==> config.mk <==
export PLATFORM = sky130hd
export DESIGN_NAME = fetch_decode_unit
export DESIGN_NICKNAME = d
export VERILOG_FILES = /design/src/rtl/fetch_decode_unit.sv
export SDC_FILE = /design/constraint.sdc
export NUM_CORES = 1
export LEC_CHECK = 0
export CORE_UTILIZATION = 49
export CTS_CLUSTER_DIAMETER = 80
export CTS_CLUSTER_SIZE = 28
export DETAILED_ROUTE_END_ITERATION = 8
export GPL_ROUTABILITY_DRIVEN = 1
export PLACE_DENSITY = 0.92
export SLEW_MARGIN = 5
export SYNTH_ARGS = -nofsm -noshare
export SYNTH_HDL_FRONTEND = slang
export SYNTH_SLANG_ARGS = --single-unit
export TNS_END_PERCENT = 100
==> constraint.sdc <==
create_clock -name clk -period 3.3 [get_ports clk]
set_clock_uncertainty 0.1 [all_clocks]
set_input_delay 0.495 -clock clk [delete_from_list [all_inputs] [get_ports clk]]
set_output_delay 0.495 -clock clk [all_outputs]
set_load 0.01 [all_outputs]
==> src/rtl/fetch_decode_unit.sv <==
// Fetch/decode control for a two-instruction (ADDI, BNE) RISC-V subset.
// It holds the PC, the RUN/HALT state and the retired count, and decodes
// the current ROM word into register addresses and datapath controls.
module fetch_decode_unit #(
    parameter int unsigned DATA_WIDTH = 32,
    parameter int unsigned ADD_WIDTH  = 5
) (
    input  logic                  clk,
    input  logic                  rst,
    input  logic                  en,
    input  logic [DATA_WIDTH-1:0] instr,
    input  logic                  EQ,
    output logic [DATA_WIDTH-1:0] pc,
    output logic [ADD_WIDTH-1:0]  AD1,
    output logic [ADD_WIDTH-1:0]  AD2,
    output logic [ADD_WIDTH-1:0]  AD3,
    output logic                  WE3,
    output logic                  ALUsrc,
    output logic [DATA_WIDTH-1:0] Immop,
    output logic                  halted,
    output logic [DATA_WIDTH-1:0] retired
);

    localparam logic [6:0] OPC_ADDI   = 7'b0010011;
    localparam logic [6:0] OPC_BRANCH = 7'b1100011;
    localparam logic [2:0] F3_ADDI    = 3'b000;
    localparam logic [2:0] F3_BNE     = 3'b001;
    localparam int unsigned EXT_W     = DATA_WIDTH - 12;
    localparam int unsigned EXT_WB    = DATA_WIDTH - 13;

    typedef enum logic {
        RUN  = 1'b0,
        HALT = 1'b1
    } state_t;

    state_t state;

    logic                  is_addi;
    logic                  is_bne;
    logic                  legal;
    logic                  step;
    logic [DATA_WIDTH-1:0] imm_i;
    logic [DATA_WIDTH-1:0] imm_b;

    // Instruction classification and immediate formats.
    always_comb begin
        is_addi = (instr[6:0] == OPC_ADDI)   && (instr[14:12] == F3_ADDI);
        is_bne  = (instr[6:0] == OPC_BRANCH) && (instr[14:12] == F3_BNE);
        legal   = is_addi || is_bne;
        imm_i   = {{EXT_W{instr[31]}}, instr[31:20]};
        imm_b   = {{EXT_WB{instr[31]}}, instr[31], instr[7], instr[30:25],
                   instr[11:8], 1'b0};
        step    = en && !rst && (state == RUN);
    end

    // Datapath control outputs, valid in the same cycle as pc.
    always_comb begin
        AD1    = ADD_WIDTH'(instr[19:15]);
        AD2    = ADD_WIDTH'(instr[24:20]);
        AD3    = ADD_WIDTH'(instr[11:7]);
        WE3    = 1'b0;
        ALUsrc = 1'b0;
        Immop  = '0;
        if (is_addi) begin
            Immop = imm_i;
        end else if (is_bne) begin
            Immop = imm_b;
        end
        if (state == RUN) begin
            ALUsrc = is_addi;
        end
        if (step && is_addi && (instr[11:7] != 5'd0)) begin
            WE3 = 1'b1;
        end
    end

    // RUN/HALT state, program counter and retired-instruction counter.
    always_ff @(posedge clk) begin
        if (rst) begin
            state   <= RUN;
            halted  <= 1'b0;
            pc      <= '0;
            retired <= '0;
        end else if (en && (state == RUN)) begin
            if (legal) begin
                if (is_bne && !EQ) begin
                    pc <= pc + imm_b;
                end else begin
                    pc <= pc + DATA_WIDTH'(4);
                end
                retired <= retired + DATA_WIDTH'(1);
            end else begin
                state  <= HALT;
                halted <= 1'b1;
            end
        end
    end

endmodule

## Word level (Yosys, flattened, before mapping)

Cells that the tools add are included.

- Output and inout bits: 114
- Bits of input ports: 36
- Logic and storage cells: 31
- Flip-flop bits (word level): 65

- Mux-type cells: 5
- Add/subtract/negate cells: 3
- Reductions and logical operators: 15
- Equal/unequal tests: 3
- Bitwise operators: 2

Operator list:

| operator | number |
|---|---|
| $mux 32 | 3 |
| $add 32x1->32 const B | 1 |
| $add 32x3->32 const B | 1 |
| $add 32x32->32 | 1 |
| $logic_and 1x1->1 | 8 |
| $eq 7x5->1 const B | 1 |
| $eq 7x7->1 const B | 1 |
| $reduce_bool 5->1 | 1 |
| $reduce_and 2->1 | 2 |
| $eq 3x1->1 const B | 1 |
| $logic_not 3->1 | 1 |
| $logic_not 1->1 | 2 |
| $mux 1 | 2 |
| $not 1->1 | 2 |
| $logic_or 1x1->1 | 1 |

## Longest topological paths before layout

- Depth after elaboration: 6
- Mapped depth: 11
- Depth with buffers taken out: 11

## Worst setup path after synthesis

Ideal clock, no wire load.

- Path kind: in2reg
- Start: in instr[8]
- End: reg pc[31]
- Path slack: 351 ps
- Cell stages on the path: 11
- Library setup time: 95 ps
- Required time: 3,105 ps
- Data arrival time: 2,754 ps
- Path buffers: 0
- Cell sequence: ha_1 inv_1 fa_1 nand2b_1 a21oi_1 o21ai_0 a21o_1 a211oi_1 o2111ai_1 a2111o_1 o311ai_1

- Longest elaborated chain between the ends: 2

Ends and longest elaborated chain:

| what | line | source |
|---|---|---|
| from (decl) | 11 | `input logic [DATA_WIDTH-1:0] instr,` |
| $add 32x32->32 | 87 | `pc <= pc + imm_b;` |
| $mux 32 | 86 | `if (is_bne && !EQ) begin` |
| to (signal assigned) | 87 |  |
| to (signal assigned) | 89 | `pc <= pc + DATA_WIDTH'(4);` |
| to (decl) | 13 | `output logic [DATA_WIDTH-1:0] pc,` |

No other way between the ends.
A chain may end at the register's enable or synchronous reset.

## Worst setup path in the final report

- Start: in instr[6]
- End: out Immop[29]

- Longest elaborated chain between the ends: 4
- Elaborated cells between the ends (all ways): 6
- Those cells by class: eq/ne: 2; mux: 2; reduce/logical: 2

Ends and longest elaborated chain:

| what | line | source |
|---|---|---|
| $eq 7x7->1 | 48 | `is_bne = (instr[6:0] == OPC_BRANCH) && (instr[14:12] == F3_BNE);` |
| $logic_and 1x1->1 | 48 |  |
| $mux 32 | 66 | `end else if (is_bne) begin` |
| $mux 32 * | 64 | `if (is_addi) begin` |
| to (decl) | 19 | `output logic [DATA_WIDTH-1:0] Immop,` |

Every way passes the cells marked *; elsewhere a longest branch is shown, timed or not.

==> results.yml <==
cells_and_area:
  drive_gt1_share_pct: 12.6
  fin_util_pct: 70.2
  n_antenna_cell: 0
  stdcell_area_sq_um: 7310
  syn_to_final_growth_pct: 37.5
  multi_input_area_sq_um: 3610
  fillCellCount: 814
  regArea_sq_um: 1280
  layout.nets: 946
  fin_cells: 1018
routing:
  route.antenna.remaining_nets: 0
  wl_mm: 16.7
  num_vias: 6153
  drtIter0Drc: 634
  routed-wl-met3_mm: 1.67
  viasPerCell: 6.04
  drt-met1-wl_mm: 6.63
  drc_errors: 0
  highest_layer: "met4"
  firstDrtPassIters: 9
  wl_per_cell_um: 16.4
  wl_met2_mm: 8.00
placement:
  gp_congestion: 0.969
  io_buffers: 138
  place_inst: 1001
  detailedPlacementHpwl_mm: 12.5
  post_dp_cell_area_sq_um: 7070
floorplanning:
  start_util_pct: 51.1
  fp.dieH_um: 106
  core_sq_um: 10400
  die_x_um: 106
  pin_count: 150
  row_count: 37
  die_area_sq_um: 11300
critical_path:
  slowest_stage: "or4b_4"
  critical_path_class: "primary input to output pin"
  startpoint: "instr[6]"
  crit_arrival_ns: 2.62
  reg2reg_to: "pc[29]"
  r2r_start: "pc[1]"
  worst-endpoint-required_ns: 2.70
  crit_chain: "clkdlybuf4s50_1 > or4b_4 > a211oi_2 > buf_4 > buf_4 > and2_1 > buf_12 > dlygate4sd2_1"
  cp_num_cells: 8
  path_buf_inv: 5
  r2r_cells: 11
  endpoint: "Immop[29]"
  max_stage_delay_ns: 0.60
  cp-start-kind: "primary input"
  worstPathMaxFanout: 20
  regToRegSetupSlack_ns: 0.38
  cp_top_family: "buffers and inverters"
  critPathCaptureType: "output pin"
  crit_top_cell: "buf_4"
timing:
  worst_pin_slew_ns: 0.728
  rsz0062_at_grt: "true"
  hold_viol_final: 0
  min_period_over_period_pct: 97.5
  fmax_ghz: 0.311
  slew_headroom_pct: 51.5
  setup_viol: 0
  fin_crit_ns: 3.22
  report.final.slew_viol_count: 0
clocking:
  numClockSinks: 64
  htreeDepth: 3
  clkTransAtPathRegs_ns: 0.07
  cts_tree: "done"
  clockBufferDepth: 2
  cts_buffers: 9
  postCtsHoldBufs: 0
  root_buffer: "clkbuf_8"
  insertion_delay_ns: 0.36
synthesis:
  ys.flop_type: "dfxtp_1"
  ys_types: 67
  syn-cell-area_sq_um: 5320
  yosys_warnings: 0
  synth.net_count: 789
  synth_seq_cells: 64
  synthArstFlopShare_pct: 0
  synth_seq_area_share_pct: 24.1
  synth_edf_count: 0
  syn_avg_cell_area_sq_um: 7.39
  syn_inst: 720
min_path:
  hold_class: "flip-flop to flip-flop"
  hp-start: "pc[1]"
grt:
  grt_max_degree: 72
  antenna_found_initial: 0
  grt.total_usage_pct: 29.9
  grt_pass1_vias: 5861
  overflow: 0
  grt_pass1_wl_mm: 27.4
power:
  max-vdd-ir-drop_v: 0.000229
  p_total_uw: 1770
  p_per_area_nw_per_um2: 241
  p_leak_uw: 0.00306
run:
  maxCapViolCount: 0
outcome:
  status: "finished, final reports clean"
==> power by group <==
part,internal [uW],switching (uW),total (uW)
clock,448,343,792
sequential,772,1.08,774
combinational,99.4,100,200
total,1320,445,1770
==> how the worst min path moves through the flow <==
| stage | to | slack (ns) | cells after the start |
|---|---|---|---|
| after floorplan | pc[1] | 0.39 | 2 |
| after global placement | pc[1] | 0.36 | 2 |
| after detailed placement | pc[1] | 0.39 | 2 |
| after CTS | pc[1] | 0.40 | 2 |
| after global routing | pc[1] | 0.43 | 2 |
| final | pc[1] | 0.40 | 2 |
==> sequential cells by signal, summed over array words and instances, names as in the netlist <==
signal   cells
retired     32
state        1
pc          31
==> worst reg2reg max path, cell delays in order (launching register included) <==
cell	delay [ns]
dfxtp_1	0.37
ha_1	0.18
inv_1	0.05
fa_1	0.38
nand2b_1	0.19
a21oi_2	0.22
o21ai_2	0.12
a2111oi_1	0.54
a211oi_1	0.16
o21ai_0	0.26
xnor2_1	0.16
a21oi_1	0.08
==> final cells by class <==
class / count / share of cell area (%)
multi-input cells: 572 / 49.4
repair buffers: 215 / 26.8
flip-flops and latches: 64 / 17.5
well taps: 136 / 2.33
clock buffers: 10 / 1.88
clock inverters: 6 / 1.27
inverters: 15 / 0.770
==> logic make-up (layout without fill, tap and decap cells) <==
| group | after synthesis | count (layout) | synth area share, % |
|---|---|---|---|
| other | 1 | 1 | 0.0705 |
| adder cells (fa/ha/maj) | 33 | 33 | 7.90 |
| buffers and inverters | 84 | 246 | 8.47 |
| flip-flops | 64 | 64 | 24.1 |
| XOR/XNOR | 43 | 43 | 7.08 |
| AND/OR/NAND/NOR | 270 | 270 | 25.5 |
| multiplexers | 4 | 4 | 0.776 |
| AO/OA/AOI/OAI | 221 | 221 | 26.1 |
==> cells in the final DEF (no fill, tap or decap), types with 4 or more instances in the layout <==
| cell type | netlist | routed |
|---|---|---|
| clkdlybuf4s50_1 | 0 | 111 |
| buf_4 | 35 | 75 |
| a21oi_1 | 74 | 73 |
| nand2_1 | 65 | 65 |
| dfxtp_1 | 64 | 64 |
| nor2_1 | 62 | 62 |
| o21ai_0 | 52 | 50 |
| nand3_1 | 35 | 35 |
| ha_1 | 32 | 32 |
| xor2_1 | 24 | 24 |
| dlygate4sd2_1 | 0 | 22 |
| nor3_1 | 21 | 21 |
| a21o_1 | 20 | 20 |
| xnor2_1 | 19 | 19 |
| and3_1 | 15 | 15 |
| inv_1 | 14 | 14 |
| and2_1 | 13 | 13 |
| a31oi_1 | 13 | 13 |
| a211oi_1 | 13 | 12 |
| nand4_1 | 11 | 11 |
| or3_1 | 11 | 11 |
| clkbuf_8 | 0 | 10 |
| nand2b_1 | 7 | 7 |
| o22ai_1 | 6 | 6 |
| a22o_1 | 5 | 5 |
| or2_2 | 4 | 4 |
| nand4b_1 | 4 | 4 |
| a22oi_1 | 4 | 4 |
| dlymetal6s2s_1 | 0 | 4 |
==> synthesized netlist by cell type, types with 2 or more instances <==
master     count  share of area, %
nand4_1       11               1.3
o21a_1         3              0.42
nand2_1       65               4.6
nand3_1       35               3.3
buf_4         35               4.9
o211ai_1       3              0.42
nand4b_1       4              0.66
a2111oi_0      2              0.33
nor2_1        62               4.4
xnor2_1       19               3.1
a211oi_1      13               1.8
a21o_1        20               2.8
nor3b_1        3              0.42
ha_1          32               7.5
a22oi_1        4              0.56
buf_1          2              0.14
o211a_1        2              0.38
o221ai_1       2              0.33
or4_1          3              0.42
o21bai_1       2              0.28
a31oi_1       13               1.5
or2_2          4              0.47
and3_1        15               1.8
nor3_1        21               2.0
o21ai_0       52               4.9
buf_2          3              0.28
and4_1         3              0.49
a22o_1         5              0.82
mux2i_1        3              0.56
xor2_1        24               4.0
nor2b_1        2              0.24
a311o_1        2              0.38
nor4_1         4              0.47
inv_1         14              0.99
dfxtp_1       64                24
o22ai_1        6              0.71
clkbuf_1      29               2.0
or3_1         11               1.3
nand2b_1       7              0.82
o31a_1         2              0.33
a211o_1        3              0.49
and2_1        13               1.5
a21oi_1       74               7.0
==> layer usage <==
layer / GRT usage, % / vias to the layer above
met5: 0 / -
met4: 11.3 / 0
met3: 6.62 / 60
met2: 50.5 / 340
met1: 36.9 / 2834
li1: - / 2919
==> metrics by stage <==
stage | hold WS, ns | setup slack, ns | setup TNS [ns]
after detailed placement | 0.391 | -0.391 | -4.79
after floorplan | 0.391 | 0.351 | 0
after global placement | 0.362 | -0.289 | -2.71
after global routing | 0.428 | -0.00635 | -0.00826
after CTS | 0.401 | 0.00306 | 0
final | 0.399 | 0.0837 | 0
==> what timing repair did <==
action | in CTS | in global routing
setup endpoints to repair | 24 | 12
gates resized for setup | 23 | 11
pin swaps | 0 | 2
buffers inserted | 0 | 1
(Power assumes the default switching activity.)
